===== config.mk =====
export PLATFORM = sky130hd
export DESIGN_NAME = hazard_ctrl_flat
export DESIGN_NICKNAME = d
export VERILOG_FILES = /design/src/rtl/hazard_ctrl_pkg.sv /design/src/rtl/hazard_ctrl_if.sv /design/src/rtl/hazard_ctrl_detect.sv /design/src/rtl/hazard_ctrl_satcnt.sv /design/src/rtl/hazard_ctrl.sv /design/src/flat_wrapper.sv
export SDC_FILE = /design/constraint.sdc
export NUM_CORES = 1
export LEC_CHECK = 0
export ABC_CLOCK_PERIOD_IN_PS = 3100
export CORE_MARGIN = 2
export CORE_UTILIZATION = 52
export CTS_CLUSTER_SIZE = 28
export DETAILED_ROUTE_END_ITERATION = 16
export HOLD_SLACK_MARGIN = 0.02
export PLACE_DENSITY = 0.84
export SYNTH_ARGS = -nofsm -noshare
export SYNTH_HDL_FRONTEND = slang
export SYNTH_SLANG_ARGS = --single-unit

===== constraint.sdc =====
create_clock -name CLK -period 3.1 [get_ports CLK]
set_input_delay 0.62 -clock CLK [delete_from_list [all_inputs] [get_ports CLK]]
set_output_delay 0.62 -clock CLK [all_outputs]
set_load 0.03 [all_outputs]

===== src/rtl/hazard_ctrl_pkg.sv =====
// Shared definitions for the pipeline hazard controller: FSM encoding,
// drain defaults and the register-match helper used by the hazard compare.
package hazard_ctrl_pkg;

  typedef enum logic [1:0] {
    RUN    = 2'd0,
    DRAIN  = 2'd1,
    HALTED = 2'd2
  } hazState_e;

  localparam int DRAIN_CYCLES_DEF = 4;
  localparam int DRAIN_W          = 4;

  // Register $zero never carries a dependency, so it never matches.
  function automatic logic isRegMatch(input logic [4:0] producer,
                                      input logic [4:0] consumer);
    return (producer != 5'd0) && (producer == consumer);
  endfunction

endpackage


===== src/rtl/hazard_ctrl_if.sv =====
// Pipeline-side bundle seen by the hazard controller: register fields and
// branch/halt requests in, load enables, flushes and counters out.
interface hazard_ctrl_if #(parameter int CNT_W = 16);

  logic [4:0]       IdRs;
  logic [4:0]       IdRt;
  logic [4:0]       ExRt;
  logic             ExMRead;
  logic             BranchTaken;
  logic             HaltReq;
  logic             PCWrite;
  logic             IFIDWrite;
  logic             IDEXBubble;
  logic             IFIDFlush;
  logic             IDEXFlush;
  logic             EXMEMFlush;
  logic             HaltAck;
  logic [CNT_W-1:0] StallCnt;
  logic [CNT_W-1:0] FlushCnt;

  modport master (
    output IdRs, IdRt, ExRt, ExMRead, BranchTaken, HaltReq,
    input  PCWrite, IFIDWrite, IDEXBubble, IFIDFlush, IDEXFlush, EXMEMFlush,
    input  HaltAck, StallCnt, FlushCnt
  );

  modport slave (
    input  IdRs, IdRt, ExRt, ExMRead, BranchTaken, HaltReq,
    output PCWrite, IFIDWrite, IDEXBubble, IFIDFlush, IDEXFlush, EXMEMFlush,
    output HaltAck, StallCnt, FlushCnt
  );

endinterface


===== src/rtl/hazard_ctrl_detect.sv =====
// Combinational load-use compare between the load in ID/EX and the
// instruction waiting in IF/ID.
module hazard_detect
  import hazard_ctrl_pkg::*;
(
  input  logic       enable,
  input  logic [4:0] idRs,
  input  logic [4:0] idRt,
  input  logic [4:0] exRt,
  input  logic       exMRead,
  output logic       loadUse
);

  always_comb begin
    loadUse = enable && exMRead &&
              (isRegMatch(exRt, idRs) || isRegMatch(exRt, idRt));
  end

endmodule


===== src/rtl/hazard_ctrl_satcnt.sv =====
// Event counter that sticks at all-ones instead of wrapping.
module sat_cnt #(
  parameter int W = 16
) (
  input  logic         CLK,
  input  logic         RSTn,
  input  logic         inc,
  output logic [W-1:0] count
);

  always_ff @(posedge CLK or negedge RSTn) begin
    if (!RSTn) begin
      count <= '0;
    end else if (inc && (count != {W{1'b1}})) begin
      count <= count + 1'b1;
    end
  end

endmodule


===== src/rtl/hazard_ctrl.sv =====
// Hazard controller: load-use stalls, branch flushes and halt/drain
// sequencing for the five-stage pipeline, plus stall/flush counters.
module hazard_ctrl
  import hazard_ctrl_pkg::*;
#(
  parameter int DRAIN_CYCLES = DRAIN_CYCLES_DEF,
  parameter int CNT_W        = 16
) (
  input  logic          CLK,
  input  logic          RSTn,
  hazard_ctrl_if.slave  bus
);

  hazState_e          state;
  hazState_e          nextState;
  logic [DRAIN_W-1:0] drainCnt;
  logic [DRAIN_W-1:0] nextDrain;

  logic loadUse;
  logic stallNow;
  logic pcWrite;
  logic ifidWrite;
  logic idexBubble;
  logic flushAll;
  logic haltAck;

  logic [CNT_W-1:0] stallCount;
  logic [CNT_W-1:0] flushCount;

  hazard_detect uDetect (
    .enable  (state == RUN),
    .idRs    (bus.IdRs),
    .idRt    (bus.IdRt),
    .exRt    (bus.ExRt),
    .exMRead (bus.ExMRead),
    .loadUse (loadUse)
  );

  // A taken branch squashes the dependent instruction anyway, so no stall.
  assign stallNow = loadUse && !bus.BranchTaken;

  always_ff @(posedge CLK or negedge RSTn) begin
    if (!RSTn) begin
      state    <= RUN;
      drainCnt <= '0;
    end else begin
      state    <= nextState;
      drainCnt <= nextDrain;
    end
  end

  always_comb begin
    nextState  = state;
    nextDrain  = drainCnt;
    pcWrite    = 1'b1;
    ifidWrite  = 1'b1;
    idexBubble = 1'b0;
    flushAll   = 1'b0;
    haltAck    = 1'b0;

    case (state)
      RUN: begin
        if (stallNow) begin
          pcWrite    = 1'b0;
          ifidWrite  = 1'b0;
          idexBubble = 1'b1;
        end
        if (bus.HaltReq) begin
          nextState = DRAIN;
          nextDrain = DRAIN_W'(DRAIN_CYCLES);
        end
      end
      DRAIN: begin
        pcWrite    = 1'b0;
        ifidWrite  = 1'b0;
        idexBubble = 1'b1;
        nextDrain  = drainCnt - 1'b1;
        if (drainCnt <= DRAIN_W'(1)) begin
          nextState = HALTED;
        end
      end
      HALTED: begin
        pcWrite    = 1'b0;
        ifidWrite  = 1'b0;
        idexBubble = 1'b1;
        haltAck    = 1'b1;
        if (!bus.HaltReq) begin
          nextState = RUN;
        end
      end
      default: begin
        nextState = RUN;
        nextDrain = '0;
      end
    endcase

    // Branch redirect wins in every state but leaves the drain countdown alone.
    if (bus.BranchTaken) begin
      pcWrite  = 1'b1;
      flushAll = 1'b1;
    end

    if (!RSTn) begin
      pcWrite    = 1'b0;
      ifidWrite  = 1'b0;
      idexBubble = 1'b1;
      flushAll   = 1'b1;
      haltAck    = 1'b0;
    end
  end

  sat_cnt #(.W(CNT_W)) uStallCnt (
    .CLK   (CLK),
    .RSTn  (RSTn),
    .inc   (stallNow),
    .count (stallCount)
  );

  sat_cnt #(.W(CNT_W)) uFlushCnt (
    .CLK   (CLK),
    .RSTn  (RSTn),
    .inc   (bus.BranchTaken),
    .count (flushCount)
  );

  assign bus.PCWrite    = pcWrite;
  assign bus.IFIDWrite  = ifidWrite;
  assign bus.IDEXBubble = idexBubble;
  assign bus.IFIDFlush  = flushAll;
  assign bus.IDEXFlush  = flushAll;
  assign bus.EXMEMFlush = flushAll;
  assign bus.HaltAck    = haltAck;
  assign bus.StallCnt   = stallCount;
  assign bus.FlushCnt   = flushCount;

endmodule

===== src/flat_wrapper.sv =====
// flat-port wrapper written by rule: the top's interface ports become plain ports
module hazard_ctrl_flat import hazard_ctrl_pkg::*;
#(
  parameter int DRAIN_CYCLES = DRAIN_CYCLES_DEF,
  parameter int CNT_W        = 16
)
  (CLK, RSTn, bus_IdRs, bus_IdRt, bus_ExRt, bus_ExMRead, bus_BranchTaken, bus_HaltReq, bus_PCWrite, bus_IFIDWrite, bus_IDEXBubble, bus_IFIDFlush, bus_IDEXFlush, bus_EXMEMFlush, bus_HaltAck, bus_StallCnt, bus_FlushCnt);
  hazard_ctrl_if #(.CNT_W(CNT_W)) bus_i ();
  input  logic CLK;
  input  logic RSTn;
  input wire logic [$bits(bus_i.IdRs)-1:0] bus_IdRs;
  input wire logic [$bits(bus_i.IdRt)-1:0] bus_IdRt;
  input wire logic [$bits(bus_i.ExRt)-1:0] bus_ExRt;
  input wire logic [$bits(bus_i.ExMRead)-1:0] bus_ExMRead;
  input wire logic [$bits(bus_i.BranchTaken)-1:0] bus_BranchTaken;
  input wire logic [$bits(bus_i.HaltReq)-1:0] bus_HaltReq;
  output wire logic [$bits(bus_i.PCWrite)-1:0] bus_PCWrite;
  output wire logic [$bits(bus_i.IFIDWrite)-1:0] bus_IFIDWrite;
  output wire logic [$bits(bus_i.IDEXBubble)-1:0] bus_IDEXBubble;
  output wire logic [$bits(bus_i.IFIDFlush)-1:0] bus_IFIDFlush;
  output wire logic [$bits(bus_i.IDEXFlush)-1:0] bus_IDEXFlush;
  output wire logic [$bits(bus_i.EXMEMFlush)-1:0] bus_EXMEMFlush;
  output wire logic [$bits(bus_i.HaltAck)-1:0] bus_HaltAck;
  output wire logic [$bits(bus_i.StallCnt)-1:0] bus_StallCnt;
  output wire logic [$bits(bus_i.FlushCnt)-1:0] bus_FlushCnt;
  assign bus_i.IdRs = bus_IdRs;
  assign bus_i.IdRt = bus_IdRt;
  assign bus_i.ExRt = bus_ExRt;
  assign bus_i.ExMRead = bus_ExMRead;
  assign bus_i.BranchTaken = bus_BranchTaken;
  assign bus_i.HaltReq = bus_HaltReq;
  assign bus_PCWrite = bus_i.PCWrite;
  assign bus_IFIDWrite = bus_i.IFIDWrite;
  assign bus_IDEXBubble = bus_i.IDEXBubble;
  assign bus_IFIDFlush = bus_i.IFIDFlush;
  assign bus_IDEXFlush = bus_i.IDEXFlush;
  assign bus_EXMEMFlush = bus_i.EXMEMFlush;
  assign bus_HaltAck = bus_i.HaltAck;
  assign bus_StallCnt = bus_i.StallCnt;
  assign bus_FlushCnt = bus_i.FlushCnt;
  hazard_ctrl #(.DRAIN_CYCLES(DRAIN_CYCLES), .CNT_W(CNT_W)) u_core (.CLK(CLK), .RSTn(RSTn), .bus(bus_i));
endmodule

==> flow_summary.ini, run 1 <==
[outcome]
status = complete, no violations

[worst_setup_path]
cp_data_arrival_time_ns = 2.39
cp_slowest_cell = or4_4
endpoint_kind = output port
cp_max_fo = 3
cp.required_ns = 2.48
critical-path-max-stage-delay_ns = 0.58
reg2reg_slack_ns = 1.13
critPathLaunchType = input pin
cp_top_family = simple AND/OR/NAND/NOR gates
crit_type = input pin to output port
path_cells = clkdlybuf4s50_1, or4_4, o2111ai_4, nand2b_1, and3_1, buf_4
reg2regPathDepth = 7
cp.buffers_inverters = 2
path_depth = 6

[power_and_ir_drop]
peakVddDrop_v = 0.000510
p_leak_nw = 1.24
p_per_area_nw_per_um2 = 619
finalPower_w = 0.00180

[clock_tree]
clock_sinks = 38
root_buffer = clkbuf_8
numCtsBuffers = 5
hold_buffers = 0
htree_levels = 2
postCtsSetupBuffers = 0
path_clk_slew_ns = 0.07
cts_tree = done
clkLatencyLatePin_ns = 0.29
cts_buffer_depth = 2
cts_resized = 0

[floorplanning]
core_um2 = 4000
die_h_um = 68.3
initial_core_util_pct = 53.7
row_count = 23
ios = 59
die_x_um = 68.3
dieArea_um2 = 4660

[synth]
ys_ff_latch = 38
synth_largest_area_cell = dfrtp_1
synth_top_area_share_pct = 44.3
postSynthCellCount = 207
seq_area_frac_synth_pct = 44.3
yosys-top-cells-area = dfrtp_1 44%, xnor2_1 14%, ha_1 5.2%, nand2_1 4.2%, nand3_1 3.7%
synthTopCellsByCount = 38 x dfrtp_1, 34 x xnor2_1, 24 x nand2_1, 16 x nand3_1, 11 x nand4_1
avgSynthCellArea_um2 = 10.4
synth_cell_types = 41
synth-edff-count = 0
synthArstFlopShare_pct = 100
yosys_warnings = 0
synth_area_um2 = 2150
synthFlopType = dfrtp_1
synth.most_common_cell = dfrtp_1
syn_nets = 236

[routing]
drc = 0
dr_total_vias = 1774
viasPerCell = 5.44
first_pass_iters = 4
drtIter0Drc = 118
wl_um = 4620
wl_per_cell_um = 14.2
postRouteAntennaNets = 0

[flow_run]
cap_violations = 0

[cells_and_area]
nFillCells = 300
final_cells = 326
area_growth_pct = 35.7
final_nets = 304
drive_gt1_share_pct = 10.1
insertedDiodeCount = 0
utilization_pct = 72.8

[timing]
tightest_slew_ns = 0.418
hold_viol = 0
fmax_ghz = 0.333
rsz0062_at_grt = no
setup_violations = 0
drv_slew = 0
whs_ns = 0.353
slew_headroom_pct = 72.1
setup-tns-final_ns = 0
fin_crit_ns = 3.01
fin_crit_sh_pct = 97.0
fin_skew_ns = 0.00460

[global_routing]
grt_antenna_before_repair = 0
grt_max_degree = 25
grt_overflow = 0
grt_pass1_wl_um = 7650
grt_util_all_layers_pct = 22.1
grt_pass1_vias = 1724

[min_path]
hold_class = input pin to async pin

[place]
gp_congestion = 0.822
port_buffers = 58
numPlacedInstances = 318
hpwl_um = 3550
==> kinds of logic (layout without fill, tap and decap cells) <==
family	after synthesis	after routing	share of synthesized area, %
muxes	3	3	1.69
AOI/OAI and AO/OA	17	17	7.23
and+or+nand+nor	92	92	23.9
DFF	38	38	44.3
xor gates and xnor gates	38	38	15.5
adders and majority gates	9	9	5.24
buffers and inverters	10	79	2.16
==> area by class of cell <==
type                       instances  area, µm²  share of cell area [%]
multi-input combinational        159       1150                    39.5
sequential                        38        951                    32.6
timing repair buffer              64        613                    21.0
clock buffer                       8        110                    3.78
tap                               50       62.6                    2.15
inverter                           7       26.3                   0.902
==> metal layers <==
metal | track usage, % | vias up | wire, µm
met5 | 0 | - | 0
met4 | 9.50 | 0 | 74
met3 | 5.10 | 7 | 281
met2 | 37.1 | 40 | 2290
met1 | 27.1 | 861 | 1970
li1 | - | 866 | -
==> final timing paths <==
check / startpoint / end
setup / recovery: bus_ExRt[1] / bus_IFIDWrite
hold / removal: RSTn / u_core.uFlushCnt.count[2]$_DFFE_PN0P_
setup reg to reg: u_core.state[0]$_DFFE_PN0P_ / u_core.uStallCnt.count[15]$_DFFE_PN0P_
hold reg to reg: u_core.uStallCnt.count[9]$_DFFE_PN0P_ / u_core.uStallCnt.count[9]$_DFFE_PN0P_
max in group asynchronous: RSTn / u_core.uStallCnt.count[15]$_DFFE_PN0P_
min in group CLK: u_core.uStallCnt.count[9]$_DFFE_PN0P_ / u_core.uStallCnt.count[9]$_DFFE_PN0P_
==> flip-flops by register name (all words and copies together), names as in the netlist <==
signal,flops
u_core.uStallCnt.count,16
u_core.drainCnt,4
u_core.state,2
u_core.uFlushCnt.count,16
==> through the flow <==
step / setup WS, ns / area (µm²)
finish: 0.0939 / 2910
global route: 0.0278 / 2910
CTS: 0.0798 / 2910
detailed placement: 0.0915 / 2800
global placement: 0.106 / 2800
floorplan: 0.567 / 2150
==> placed cells by master, fill, tap and decap left out, types with 4 or more instances in the layout <==
master,Yosys,layout
clkdlybuf4s50_1,0,54
dfrtp_1,38,38
xnor2_1,34,34
nand2_1,24,24
nand3_1,16,16
nand4_1,11,11
and3_1,9,9
ha_1,9,9
buf_4,2,9
clkbuf_8,0,8
inv_1,7,7
nor2_1,7,7
nand2b_1,4,4
o21ai_0,4,4
and4_1,4,4
xor2_1,4,4
==> power breakdown <==
part | switching [W] | internal (W) | total (W)
sequential | 0.000102 | 0.000582 | 0.000684
combinational | 0.000413 | 0.000313 | 0.000725
clock | 0.000167 | 0.000225 | 0.000392
Power figures use the tool's default switching activity.
==> run 2: changes to the inputs <==
CORE_ASPECT_RATIO = 2   (was not set)
CORE_UTILIZATION = 65   (was 52)
CTS_CLUSTER_SIZE = 25   (was 28)
DONT_BUFFER_PORTS = 1   (was not set)
PLACE_DENSITY = 0.8   (was 0.84)
==> flow_summary.ini, run 2 (synthesized netlist as in run 1, its figures left out) <==
[cells_and_area]
design_area_um2 = 2310
layout_common_cells = 38 x dfrtp_1, 34 x xnor2_1, 24 x nand2_1
top_regs = u_core.uFlushCnt.count (16), u_core.uStallCnt.count (16), u_core.drainCnt (4)
drive_gt1_share_pct = 9.35
final_common_cell = dfrtp_1
final_nets = 243
insertedDiodeCount = 0
utilization_pct = 73.3
area_growth_pct = 7.75

[floorplanning]
ios = 59
core_um2 = 3160
die_h_um = 85.3
initial_core_util_pct = 68.0
die_x_um = 44.6
dieArea_um2 = 3810
row_count = 29

[worst_setup_path]
r2r_end = u_core.uStallCnt.count[15]$_DFFE_PN0P_
reg2regPathDepth = 6
critical-path-max-stage-delay_ns = 0.53
reg2reg_slack_ns = 0.98
cp_max_fo = 5
crit_type = input pin to output port
path_cells = or4_4, o2111ai_4, nand2b_1, and3_1
cp_data_arrival_time_ns = 1.99
cp_top_family = simple AND/OR/NAND/NOR gates
endpoint_kind = output port
critPathLaunchType = input pin
reg2reg_from = u_core.uStallCnt.count[0]$_DFFE_PN0P_
cp.buffers_inverters = 0
cp_slowest_cell = or4_4
cp.required_ns = 2.48

[power_and_ir_drop]
power.share.switching_pct = 39.1
p_int_w = 0.00102
peakVddDrop_v = 0.000594
p_per_area_nw_per_um2 = 725
seq_power_share_pct = 47.6
p_leak_nw = 1.02
p_sw_w = 0.000656
combPwrFrac_pct = 26.8
pwr-share-clk_pct = 25.6

[routing]
postRouteAntennaNets = 0
viasPerCell = 6.29
drtIter0Drc = 29
dr_total_vias = 1542
wl_um = 4460
first_pass_iters = 4
drc = 0
wl_per_cell_um = 18.2

[global_routing]
grt_util_all_layers_pct = 26.9
grt_antenna_before_repair = 0
grt_max_degree = 39
grt_pass1_wl_um = 7550
grt_overflow = 0
grt_pass1_vias = 1751

[timing]
fin_skew_ns = 0.00806
rsz0062_at_grt = no
tightest_slew_ns = 0.813
drv_slew = 0
hold_viol = 0
fin_crit_ns = 2.61
setup_violations = 0
fmax_ghz = 0.383
setup-tns-final_ns = 0
fin_crit_sh_pct = 84.3
slew_headroom_pct = 45.7

[min_path]
hold_class = input pin to async pin

[clock_tree]
postCtsSetupBuffers = 0
hold_buffers = 1
cts_tree = done
path_clk_slew_ns = 0.08
clkLatencyLatePin_ns = 0.29
numCtsBuffers = 5
cts_resized = 0
root_buffer = clkbuf_8
htree_levels = 2
cts_buffer_depth = 2
clock_sinks = 38

[place]
port_buffers = 0
gp_congestion = 0.862
hpwl_um = 3350
placed_area_um2 = 2180

[flow_run]
cap_violations = 0

[outcome]
status = complete, no violations
run 2: cell types whose count changed in the layout (fill, tap and decap cells not counted), sizes merged:
cell	delta
bufinv	+1
buf	-7
clkdlybuf4s50	-54
clkbuf	-2
run 2: layout make-up:
| type | instances | area [µm²] |
|---|---|---|
| Multi-Input combinational cell | 159 | 1150 |
| Sequential cell | 38 | 951 |
| Fill cell | 227 | 843 |
| Timing Repair Buffer | 3 | 35.0 |
| Inverter | 7 | 26.3 |
| Tap cell | 31 | 38.8 |
| Clock inverter | 1 | 30.0 |
| Clock buffer | 6 | 82.6 |
run 2: worst max-delay path by stage:
stage	cells past startpoint	slack (ns)	to	startpoint
2_1_floorplan	4	0.57	bus_IFIDWrite	bus_ExRt[1]
3_3_place_gp	4	0.51	bus_IFIDWrite	bus_ExRt[1]
3_5_place_dp	4	0.49	bus_IFIDWrite	bus_ExRt[1]
4_1_cts	4	0.48	bus_IFIDWrite	bus_ExRt[1]
5_1_grt	6	0.44	bus_IDEXBubble	u_core.state[0]$_DFFE_PN0P_
6_report	4	0.49	bus_IFIDWrite	bus_ExRt[1]
run 2: routing by layer:
layer / routed length [µm] / share of wire, % / GRT usage, %
met5: 0 / 0 / 0
met4: 72 / 1.6 / 9.64
met3: 341 / 7.6 / 8.51
met2: 2510 / 56 / 48.9
met1: 1540 / 35 / 27.0
run 2: metrics by stage:
step	power [W]	setup slack, ns	cells	hold slack (ns)
floorplan	0.00114	0.567	207	0.324
global placement	0.00122	0.509	237	0.325
detailed placement	0.00125	0.487	237	0.325
CTS	0.00169	0.484	245	0.165
global route	0.00178	0.444	245	0.161
finish	0.00168	0.486	245	0.150
run 2: power groups by stage:
stage | Clock (W) | Sequential (W) | Combinational (W)
6_report | 0.000429 | 0.000799 | 0.000450
5_1_grt | 0.000455 | 0.000816 | 0.000512
4_1_cts | 0.000438 | 0.000800 | 0.000456
3_5_place_dp | 0 | 0.000809 | 0.000440
3_3_place_gp | 0 | 0.000802 | 0.000417
2_1_floorplan | 0 | 0.000780 | 0.000361
